### src/rtl/video_timing_meas_if.sv
// Pin bundle between the sync-generator output tap and the timing monitor.
interface video_timing_meas_if #(
    parameter int unsigned CW = 16,
    parameter int unsigned SW = 8
);
    logic          meas_en;
    logic          hsync_i;
    logic          vsync_i;
    logic          de_i;
    logic          hpol_o;
    logic          vpol_o;
    logic [CW-1:0] htotal_o;
    logic [CW-1:0] hactive_o;
    logic [SW-1:0] hsw_o;
    logic [CW-1:0] vtotal_o;
    logic [CW-1:0] vactive_o;
    logic [SW-1:0] vsw_o;
    logic          meas_valid_o;
    logic          locked_o;
    logic          err_o;

    // Video source / bench side
    modport master (
        output meas_en, hsync_i, vsync_i, de_i,
        input  hpol_o, vpol_o, htotal_o, hactive_o, hsw_o,
        input  vtotal_o, vactive_o, vsw_o, meas_valid_o, locked_o, err_o
    );

    // Monitor side
    modport slave (
        input  meas_en, hsync_i, vsync_i, de_i,
        output hpol_o, vpol_o, htotal_o, hactive_o, hsw_o,
        output vtotal_o, vactive_o, vsw_o, meas_valid_o, locked_o, err_o
    );
endinterface

### src/rtl/video_timing_meas.sv
// Passive video timing monitor: detects sync polarity, measures per-frame
// horizontal/vertical timing and declares lock on two matching frames.
module video_timing_meas #(
    parameter int unsigned CW = 16,
    parameter int unsigned SW = 8
) (
    input  logic               clk,
    input  logic               rst,
    video_timing_meas_if.slave vif
);

    localparam logic [1:0] S_IDLE = 2'd0;
    localparam logic [1:0] S_POL  = 2'd1;
    localparam logic [1:0] S_SYNC = 2'd2;
    localparam logic [1:0] S_MEAS = 2'd3;

    localparam logic [CW-1:0] C_MAX = {CW{1'b1}};
    localparam logic [SW-1:0] S_MAX = {SW{1'b1}};

    logic [1:0]    state, state_nx;
    logic          hs_r, vs_r, de_r, hs_d, vs_d;
    logic          hpol_q, vpol_q;

    logic [CW-1:0] h_cnt, de_cnt, line_total, hact_ref, v_cnt, vact_cnt;
    logic [SW-1:0] hsw_cnt, hsw_line, vsw_cnt;
    logic          hact_seen, frame_err, prev_ok, close_d;

    logic [CW-1:0] htotal_q, hactive_q, vtotal_q, vactive_q;
    logic [SW-1:0] hsw_q, vsw_q;
    logic          meas_valid_q, locked_q, err_q;

    logic          hs_act, vs_act, hs_rise, vs_rise, run;
    logic          line_nz, line_bad, sat_hit, ferr_fin, match, lock_nx;
    logic [CW-1:0] htot_fin, href_fin, v_fin, vact_fin;
    logic [SW-1:0] hsw_fin, vsw_fin;

    function automatic logic [CW-1:0] inc_c(input logic [CW-1:0] x);
        return (x == C_MAX) ? x : x + CW'(1);
    endfunction

    function automatic logic [SW-1:0] inc_s(input logic [SW-1:0] x);
        return (x == S_MAX) ? x : x + SW'(1);
    endfunction

    // Sync levels normalised to "asserted" using the latched polarity
    assign hs_act  = hs_r ^ ~hpol_q;
    assign vs_act  = vs_r ^ ~vpol_q;
    assign hs_rise = hs_act & ~(hs_d ^ ~hpol_q);
    assign vs_rise = vs_act & ~(vs_d ^ ~vpol_q);
    assign run     = vif.meas_en & (state == S_MEAS);

    // Frame values including a line close on this cycle, lock decision
    always_comb begin
        line_nz  = run & hs_rise & (de_cnt != '0);
        line_bad = line_nz & hact_seen & (de_cnt != hact_ref);
        sat_hit  = run & ((~hs_rise & (h_cnt == C_MAX))
                        | (hs_act & ~hs_rise & (hsw_cnt == S_MAX))
                        | (de_r & ~hs_rise & (de_cnt == C_MAX))
                        | (hs_rise & (v_cnt == C_MAX))
                        | (hs_rise & vs_act & (vsw_cnt == S_MAX))
                        | (line_nz & (vact_cnt == C_MAX)));
        htot_fin = hs_rise ? h_cnt : line_total;
        hsw_fin  = hs_rise ? hsw_cnt : hsw_line;
        href_fin = (line_nz & ~hact_seen) ? de_cnt : hact_ref;
        v_fin    = hs_rise ? inc_c(v_cnt) : v_cnt;
        vsw_fin  = (hs_rise & vs_act) ? inc_s(vsw_cnt) : vsw_cnt;
        vact_fin = line_nz ? inc_c(vact_cnt) : vact_cnt;
        ferr_fin = frame_err | line_bad | sat_hit;
        match    = (htot_fin == htotal_q) && (href_fin == hactive_q)
                && (hsw_fin == hsw_q) && (v_fin == vtotal_q)
                && (vact_fin == vactive_q) && (vsw_fin == vsw_q);
        lock_nx  = prev_ok & ~ferr_fin & match;
    end

    // FSM state register
    always_ff @(posedge clk or posedge rst) begin
        if (rst) state <= S_IDLE;
        else     state <= state_nx;
    end

    // FSM next state
    always_comb begin
        state_nx = state;
        case (state)
            S_IDLE: if (vif.meas_en) state_nx = S_POL;
            S_POL:  if (de_r)        state_nx = S_SYNC;
            S_SYNC: if (vs_rise)     state_nx = S_MEAS;
            S_MEAS: state_nx = S_MEAS;
            default: state_nx = S_IDLE;
        endcase
        if (!vif.meas_en) state_nx = S_IDLE;
    end

    // Input staging, counters and result registers
    always_ff @(posedge clk or posedge rst) begin
        if (rst) begin
            hs_r <= 1'b0; vs_r <= 1'b0; de_r <= 1'b0; hs_d <= 1'b0; vs_d <= 1'b0;
            hpol_q <= 1'b0; vpol_q <= 1'b0;
            h_cnt <= '0; de_cnt <= '0; line_total <= '0; hact_ref <= '0;
            v_cnt <= '0; vact_cnt <= '0; hsw_cnt <= '0; hsw_line <= '0; vsw_cnt <= '0;
            hact_seen <= 1'b0; frame_err <= 1'b0; prev_ok <= 1'b0; close_d <= 1'b0;
            htotal_q <= '0; hactive_q <= '0; vtotal_q <= '0; vactive_q <= '0;
            hsw_q <= '0; vsw_q <= '0;
            meas_valid_q <= 1'b0; locked_q <= 1'b0; err_q <= 1'b0;
        end else begin
            hs_r <= vif.hsync_i;
            vs_r <= vif.vsync_i;
            de_r <= vif.de_i;
            hs_d <= hs_r;
            vs_d <= vs_r;
            close_d      <= 1'b0;
            meas_valid_q <= close_d;
            if (!vif.meas_en || state == S_IDLE) begin
                h_cnt <= '0; de_cnt <= '0; line_total <= '0; hact_ref <= '0;
                v_cnt <= '0; vact_cnt <= '0; hsw_cnt <= '0; hsw_line <= '0; vsw_cnt <= '0;
                hact_seen <= 1'b0; frame_err <= 1'b0; prev_ok <= 1'b0;
                locked_q <= 1'b0; err_q <= 1'b0;
            end else begin
                case (state)
                    S_POL: begin
                        // Sync level during active video is the inactive level
                        if (de_r) begin
                            hpol_q <= ~hs_r;
                            vpol_q <= ~vs_r;
                        end
                    end
                    S_SYNC: begin
                        if (vs_rise) begin
                            h_cnt <= CW'(hs_rise); hsw_cnt <= SW'(hs_act); de_cnt <= '0;
                            line_total <= '0; hsw_line <= '0; hact_ref <= '0;
                            v_cnt <= '0; vact_cnt <= '0; vsw_cnt <= '0;
                            hact_seen <= 1'b0; frame_err <= 1'b0;
                        end
                    end
                    S_MEAS: begin
                        h_cnt   <= hs_rise ? CW'(1) : inc_c(h_cnt);
                        hsw_cnt <= hs_rise ? SW'(1) : (hs_act ? inc_s(hsw_cnt) : hsw_cnt);
                        de_cnt  <= hs_rise ? CW'(de_r) : (de_r ? inc_c(de_cnt) : de_cnt);
                        if (hs_rise) begin
                            line_total <= h_cnt;
                            hsw_line   <= hsw_cnt;
                        end
                        if (line_bad || sat_hit) err_q <= 1'b1;
                        if (vs_rise) begin
                            htotal_q  <= htot_fin;
                            hactive_q <= href_fin;
                            hsw_q     <= hsw_fin;
                            vtotal_q  <= v_fin;
                            vactive_q <= vact_fin;
                            vsw_q     <= vsw_fin;
                            locked_q  <= lock_nx;
                            prev_ok   <= ~ferr_fin;
                            close_d   <= 1'b1;
                            v_cnt <= '0; vsw_cnt <= '0; vact_cnt <= '0;
                            hact_ref <= '0; hact_seen <= 1'b0; frame_err <= 1'b0;
                        end else begin
                            v_cnt     <= v_fin;
                            vsw_cnt   <= vsw_fin;
                            vact_cnt  <= vact_fin;
                            hact_ref  <= href_fin;
                            hact_seen <= hact_seen | line_nz;
                            frame_err <= ferr_fin;
                        end
                    end
                    default: ;
                endcase
            end
        end
    end

    assign vif.hpol_o       = hpol_q;
    assign vif.vpol_o       = vpol_q;
    assign vif.htotal_o     = htotal_q;
    assign vif.hactive_o    = hactive_q;
    assign vif.hsw_o        = hsw_q;
    assign vif.vtotal_o     = vtotal_q;
    assign vif.vactive_o    = vactive_q;
    assign vif.vsw_o        = vsw_q;
    assign vif.meas_valid_o = meas_valid_q;
    assign vif.locked_o     = locked_q;
    assign vif.err_o        = err_q;

endmodule

### src/flat_wrapper.sv
// flat-port wrapper written by rule: the top's interface ports become plain ports
module video_timing_meas_flat 
#(
    parameter int unsigned CW = 16,
    parameter int unsigned SW = 8
)
  (clk, rst, vif_meas_en, vif_hsync_i, vif_vsync_i, vif_de_i, vif_hpol_o, vif_vpol_o, vif_htotal_o, vif_hactive_o, vif_hsw_o, vif_vtotal_o, vif_vactive_o, vif_vsw_o, vif_meas_valid_o, vif_locked_o, vif_err_o);
  video_timing_meas_if #(.CW(CW), .SW(SW)) vif_i ();
  input  logic clk;
  input  logic rst;
  input wire logic [$bits(vif_i.meas_en)-1:0] vif_meas_en;
  input wire logic [$bits(vif_i.hsync_i)-1:0] vif_hsync_i;
  input wire logic [$bits(vif_i.vsync_i)-1:0] vif_vsync_i;
  input wire logic [$bits(vif_i.de_i)-1:0] vif_de_i;
  output wire logic [$bits(vif_i.hpol_o)-1:0] vif_hpol_o;
  output wire logic [$bits(vif_i.vpol_o)-1:0] vif_vpol_o;
  output wire logic [$bits(vif_i.htotal_o)-1:0] vif_htotal_o;
  output wire logic [$bits(vif_i.hactive_o)-1:0] vif_hactive_o;
  output wire logic [$bits(vif_i.hsw_o)-1:0] vif_hsw_o;
  output wire logic [$bits(vif_i.vtotal_o)-1:0] vif_vtotal_o;
  output wire logic [$bits(vif_i.vactive_o)-1:0] vif_vactive_o;
  output wire logic [$bits(vif_i.vsw_o)-1:0] vif_vsw_o;
  output wire logic [$bits(vif_i.meas_valid_o)-1:0] vif_meas_valid_o;
  output wire logic [$bits(vif_i.locked_o)-1:0] vif_locked_o;
  output wire logic [$bits(vif_i.err_o)-1:0] vif_err_o;
  assign vif_i.meas_en = vif_meas_en;
  assign vif_i.hsync_i = vif_hsync_i;
  assign vif_i.vsync_i = vif_vsync_i;
  assign vif_i.de_i = vif_de_i;
  assign vif_hpol_o = vif_i.hpol_o;
  assign vif_vpol_o = vif_i.vpol_o;
  assign vif_htotal_o = vif_i.htotal_o;
  assign vif_hactive_o = vif_i.hactive_o;
  assign vif_hsw_o = vif_i.hsw_o;
  assign vif_vtotal_o = vif_i.vtotal_o;
  assign vif_vactive_o = vif_i.vactive_o;
  assign vif_vsw_o = vif_i.vsw_o;
  assign vif_meas_valid_o = vif_i.meas_valid_o;
  assign vif_locked_o = vif_i.locked_o;
  assign vif_err_o = vif_i.err_o;
  video_timing_meas #(.CW(CW), .SW(SW)) u_core (.clk(clk), .rst(rst), .vif(vif_i));
endmodule
### config.mk
export PLATFORM = sky130hd
export DESIGN_NAME = video_timing_meas_flat
export DESIGN_NICKNAME = d
export VERILOG_FILES = /design/src/rtl/video_timing_meas_if.sv /design/src/rtl/video_timing_meas.sv /design/src/flat_wrapper.sv
export SDC_FILE = /design/constraint.sdc
export NUM_CORES = 1
export LEC_CHECK = 0
export CAP_MARGIN = 10
export CORE_UTILIZATION = 35
export DETAILED_ROUTE_END_ITERATION = 6
export PLACE_DENSITY_LB_ADDON = 0.1
export SYNTH_ARGS = -nofsm -noshare
export SYNTH_HDL_FRONTEND = slang
export SYNTH_SLANG_ARGS = --single-unit
### constraint.sdc
create_clock -name clk -period 8.05 [get_ports clk]
set_input_delay 2.415 -clock clk [delete_from_list [all_inputs] [get_ports clk]]
set_output_delay 2.415 -clock clk [all_outputs]
set_load 0.05 [all_outputs]
* After elaboration in Yosys (flattened, before gate mapping)
Cells that the tools add are included.
** Cells by class
- Eq/ne operators :: 24
- Reduce and logical (&&, ||, !) cells :: 23
- Add/sub/neg operators :: 6
- Bitwise gates (word level) :: 42
- Muxes and demuxes :: 66
** Operator list (number)
- 2-to-1 mux 16 bit :: 22
- one-hot mux 16 bit (2 select lines) :: 6
- 2-to-1 mux 8 bit :: 12
- adder 16 x 1 -> 16 bit, second input constant :: 4
- equality test 16 bit :: 4
- equality test 16 bit, second input constant :: 4
- one-hot mux 8 bit (2 select lines) :: 3
- AND 1 bit :: 20
- 2-to-1 mux 1 bit :: 17
- adder 8 x 1 -> 8 bit, second input constant :: 2
- equality test 8 bit :: 2
- equality test 8 bit, second input constant :: 2
- != test 16 bit :: 1
- nonzero test 16 bit :: 1
- != test 4 x 3 -> 1 bit, second input constant :: 3
- NOT 1 bit :: 10
- AND reduction 3 bit :: 3
- != test 4 x 2 -> 1 bit, second input constant :: 2
- bitwise OR 1 bit :: 8
- one-hot mux 2 bit (4 select lines) :: 1
- AND reduction 2 bit :: 4
- AND reduction 4 bit :: 2
- 2-to-1 mux 2 bit :: 3
- != test 3 x 2 -> 1 bit, second input constant :: 2
- 11 further kinds :: 23
** Word-level totals
- Word-level logic and storage cells :: 191
- Input bits :: 6
- Output and inout port bits :: 85
- Register bits :: 216

* Longest topological paths before layout
- Depth after elaboration :: 20
- Mapped depth :: 14

* Worst setup path before layout
OpenSTA, ideal clock, no wires.
- Path type :: input port to flip-flop
- Start :: in vif_meas_en
- End :: reg u_core.locked_q (netlist: u_core.vif.locked_o)
- Path slack :: 3.221 ns
- Arrival :: 4.752 ns
- Data required time :: 7.974 ns
- Stages :: 10
- Path through :: and3_1 -> clkbuf_1 -> o211ai_1 -> nor4_2 -> xnor2_1 -> nor2_1 -> or4b_1 -> nor4_1 -> or4b_1 -> o21ai_1
** On the way
- Word-level cells in the longest chain between the ends :: 15
- Elaborated cells on any way between the ends :: 31
- Classes of those cells :: eq/ne: 2; mux: 5; bitwise: 14; reduce/logical: 10
** Ends and longest elaborated chain
- from (decl) :: RTL line flat_wrapper.sv:11 : input wire logic [$bits(vif_i.meas_en)-1:0] vif_meas_en;
- AND 1 bit :: RTL line video_timing_meas.sv:50 : assign run = vif.meas_en & (state == S_MEAS);
- AND 1 bit (2 in series) :: RTL line video_timing_meas.sv:54 : line_nz = run & hs_rise & (de_cnt != '0);
- AND 1 bit :: RTL line video_timing_meas.sv:64 : href_fin = (line_nz & ~hact_seen) ? de_cnt : hact_ref;
- 2-to-1 mux 16 bit :: RTL line video_timing_meas.sv:64
- equality test 16 bit :: RTL line video_timing_meas.sv:69 : match = (htot_fin == htotal_q) && (href_fin == hactive_q)
- logical AND 1 bit :: RTL line video_timing_meas.sv:69
- logical AND 1 bit (2 in series) :: RTL line video_timing_meas.sv:70 : && (hsw_fin == hsw_q) && (v_fin == vtotal_q)
- logical AND 1 bit (2 in series) :: RTL line video_timing_meas.sv:71 : && (vact_fin == vactive_q) && (vsw_fin == vsw_q);
- AND 1 bit :: RTL line video_timing_meas.sv:72 : lock_nx = prev_ok & ~ferr_fin & match;
- 2-to-1 mux 1 bit :: RTL line video_timing_meas.sv:144 : if (vs_rise) begin
- 2-to-1 mux 1 bit :: RTL line video_timing_meas.sv:119 : case (state)
- 2-to-1 mux 1 bit :: RTL line video_timing_meas.sv:113 : if (!vif.meas_en || state == S_IDLE) begin
- to (signal assigned) :: RTL line video_timing_meas.sv:151 : locked_q <= lock_nx;
- to (decl) :: RTL line video_timing_meas.sv:30 : logic meas_valid_q, locked_q, err_q;
Several ways; a longest one is shown, not always the timed one. The select of a mux whose other input is x is not followed.
A chain may end at the register's enable or synchronous reset.

* Final worst setup path
Same ends and word-level chain as after synthesis.

==> results.yml <==
floorplanning:
  start_util_pct: 35.4
  ioPinCount: 91
  row_count: 70
  die_w_um: 194
  die-area_sq_um: 37800
  die_h_um: 194
  coreArea_sq_um: 36500
cells_and_area:
  fin_area_sq_um: 15000
  nNetsFinal: 1541
  final_common_cell: "dfrtp_1"
  area_growth_syn_to_layout_pct: 15.8
  drive_gt1_share_pct: 6.72
  antenna_cells: 0
  layout_common_cells: "dfrtp_1 (215), nand2_1 (209), o21ai_0 (176), clkdlybuf4s50_1 (90), nor2_1 (88)"
place:
  placed_area_sq_um: 14100
  post-dp-hpwl_um: 32900
  io_buffers: 90
  gp_congestion: 0.950
clock_tree:
  numCtsBuffers: 27
  path_clk_slew_ns: 0.06
  cts_tree: "done"
  ctsRootBufferMaster: "clkbuf_16"
  ctsHtreeMaxLevel: 1
  cts-resized-gates: 0
  clkLatencyLatePin_ns: 0.55
  cts_sinks: 216
  postCtsSetupRepairBufs: 0
  clockBufferDepth: 3
  cts_hold_buffers: 0
power_and_ir_drop:
  p_sw_share_pct: 31.8
  p_int_uw: 2000
  pwr_density_cell_nw_per_um2: 196
  p_leak_uw: 0.00605
  combinationalPowerShare_pct: 19.1
  pwr-share-seq_pct: 40.5
  switching_power_uw: 933
  peakVddDrop_uv: 139
  clock_power_share_pct: 40.4
timing:
  finClkSkew_ns: 0.0106
  fin_crit_sh_pct: 75.9
  worst_pin_slew_ns: 1.19
  timing.fmax_ghz: 0.164
  slew_violations: 0
  finalSetupTns_ns: 0
  rsz0062_at_grt: "false"
  setup_violations: 0
  fin_crit_ns: 6.11
  hold_viol: 0
  relSlewSlack_pct: 19.8
setup_path:
  arrival_ns: 6.58
  crit_buf_inv: 1
  ff2ff_setup_slack_ns: 3.25
  critical_path.max_fanout: 14
  critPathLaunch: "vif_meas_en"
  crit_chain: "clkdlybuf4s50_1, and3_1, o21ai_1, a211oi_2, nand3_1, nand3b_1, nand2_1, or4_1, or4_1, o21ai_1"
  crit_cells: 10
  worst_path_max_delay_cell: "a211oi_2"
  critPathTopFamily: "simple AND/OR/NAND/NOR gates"
  worstSetupStartpointType: "primary input"
  r2r_start: "u_core.vif.hpol_o"
  r2r-end: "u_core.vif.locked_o"
  required_ns: 8.53
  crit_path_max_incr_delay_ns: 0.94
  crit_type: "in -> reg"
  r2r_cells: 10
  cp-endpoint: "u_core.vif.locked_o"
  cp-end-kind: "flop"
hold_path:
  min_path_type: "reg -> reg"
route:
  drc: 0
  dr.pass1.iters: 5
  dr_total_vias: 11600
  routed_wl_um: 45800
  wl_per_cell_um: 22.7
  drt_iter0_drc: 948
  viasPerCell: 5.75
  postRouteAntennaNets: 0
synth:
  netlist.area_leader.share_pct: 41.8
  synth.avg_cell_area_sq_um: 8.63
  ys_ff_latch: 216
  synth-seq-area-share_pct: 41.8
  yosysTopAreaCell: "dfrtp_1"
  synth_enable_flop_cells: 0
  ys_top_cells_by_area: "dfrtp_1 (42%), o21ai_0 (6.8%), nand2_1 (6.1%)"
  syn_area_sq_um: 12900
  netlist_instances: 1500
  synth_flop_cell: "dfrtp_1"
  synth_cell_types: 90
  yosys_warnings: 0
  syn-num-nets: 1513
  async_reset_ff_share_pct: 100
global_route:
  grt-ovfl-total: 0
  grt_pass1_wl_um: 69900
  grt_start_max_net_pins: 122
  grt_pass1_vias: 10900
  grt_usage_pct: 24.1
  antenna_found_initial: 1
status:
  status: "finished, final reports clean"
flow_run:
  drv_cap: 0
## state kept, by name, indices dropped and copies added, names as in the netlist, 16 cells and up
signal,flops
u_core.de_cnt,16
u_core.h_cnt,16
u_core.hact_ref,16
u_core.line_total,16
u_core.v_cnt,16
u_core.vact_cnt,16
u_core.vif.hactive_o,16
u_core.vif.htotal_o,16
u_core.vif.vactive_o,16
u_core.vif.vtotal_o,16
## cell type report
type / instances / area (sq um)
Clock buffer: 40 / 815
Clock inverter: 8 / 42.5
Fill cell: 3630 / 21500
Inverter: 43 / 165
Multi-Input combinational cell: 1131 / 6920
Sequential cell: 216 / 5410
Tap cell: 468 / 586
Timing Repair Buffer: 109 / 1060
## logic make-up (layout without fill, tap and decap cells)
logic type | Yosys count | in the layout | synth area share, %
muxes | 29 | 29 | 2.28
DFF | 216 | 216 | 41.8
and+or+nand+nor | 554 | 554 | 21.7
AOI/OAI and AO/OA | 434 | 434 | 21.5
adders and majority gates | 7 | 7 | 0.677
buffers and inverters | 153 | 200 | 4.92
xor gates and xnor gates | 107 | 107 | 7.24
## how the worst min path moves through the flow
stage	start	to	slack (ns)	cells past startpoint
after floorplan	u_core.close_d	u_core.vif.meas_valid_o	0.33	0
after CTS	u_core.close_d	u_core.vif.meas_valid_o	0.35	0
after global routing	u_core.close_d	u_core.vif.meas_valid_o	0.36	0
after global placement	u_core.close_d	u_core.vif.meas_valid_o	0.34	0
final	u_core.close_d	u_core.vif.meas_valid_o	0.35	0
after detailed placement	u_core.close_d	u_core.vif.meas_valid_o	0.34	0
## power groups by stage
stage	logic (uW)	clock network, uW	registers (uW)
finish	560	1190	1190
global placement	559	0	1210
global route	599	1260	1190
detailed placement	562	0	1210
CTS	563	1210	1190
floorplan	279	0	1280
## stage by stage
stage / setup slack, ns / util [%] / power [uW] / cells / hold slack, ns
2_1_floorplan: 2.82 / - / 1560 / 1500 / 0.331
3_3_place_gp: 1.60 / 38.7 / 1770 / 1967 / 0.336
3_5_place_dp: 1.48 / 38.7 / 1770 / 1967 / 0.338
5_1_grt: 1.73 / 41.1 / 3050 / 2015 / 0.365
6_report: 1.94 / 41.1 / 2930 / 2015 / 0.348
4_1_cts: 2.04 / 41.1 / 2970 / 2015 / 0.350
## routing by layer
metal | vias up | wire [um] | GRT usage (%)
li1 | 5485 | - | -
met1 | 5688 | 21800 | 35.1
met2 | 342 | 20400 | 37.0
met3 | 72 | 2150 | 2.78
met4 | 2 | 1430 | 8.38
met5 | - | 12 | 0
## Yosys cell counts (5+ instances only)
cell	n
a211o_1	6
a211oi_1	9
a21oi_1	58
a221o_1	6
a22o_1	25
a22oi_1	11
a2bb2oi_1	6
a31oi_1	17
and2_1	7
and3_1	19
and4_1	10
buf_1	6
buf_2	32
clkbuf_1	68
dfrtp_1	216
ha_1	7
inv_1	42
mux2i_1	25
nand2_1	210
nand2b_1	19
nand3_1	47
nand3b_1	12
nand4_1	36
nor2_1	90
nor2b_1	6
nor3_1	32
nor3b_1	10
nor4_1	14
o2111ai_1	10
o211ai_1	5
o21ai_0	176
o21ai_1	7
o221ai_1	6
o22ai_1	26
o31ai_1	17
o32ai_1	8
o41ai_1	7
or3_1	9
or4_1	5
xnor2_1	59
xor2_1	48
Power figures use the tool's default switching activity.
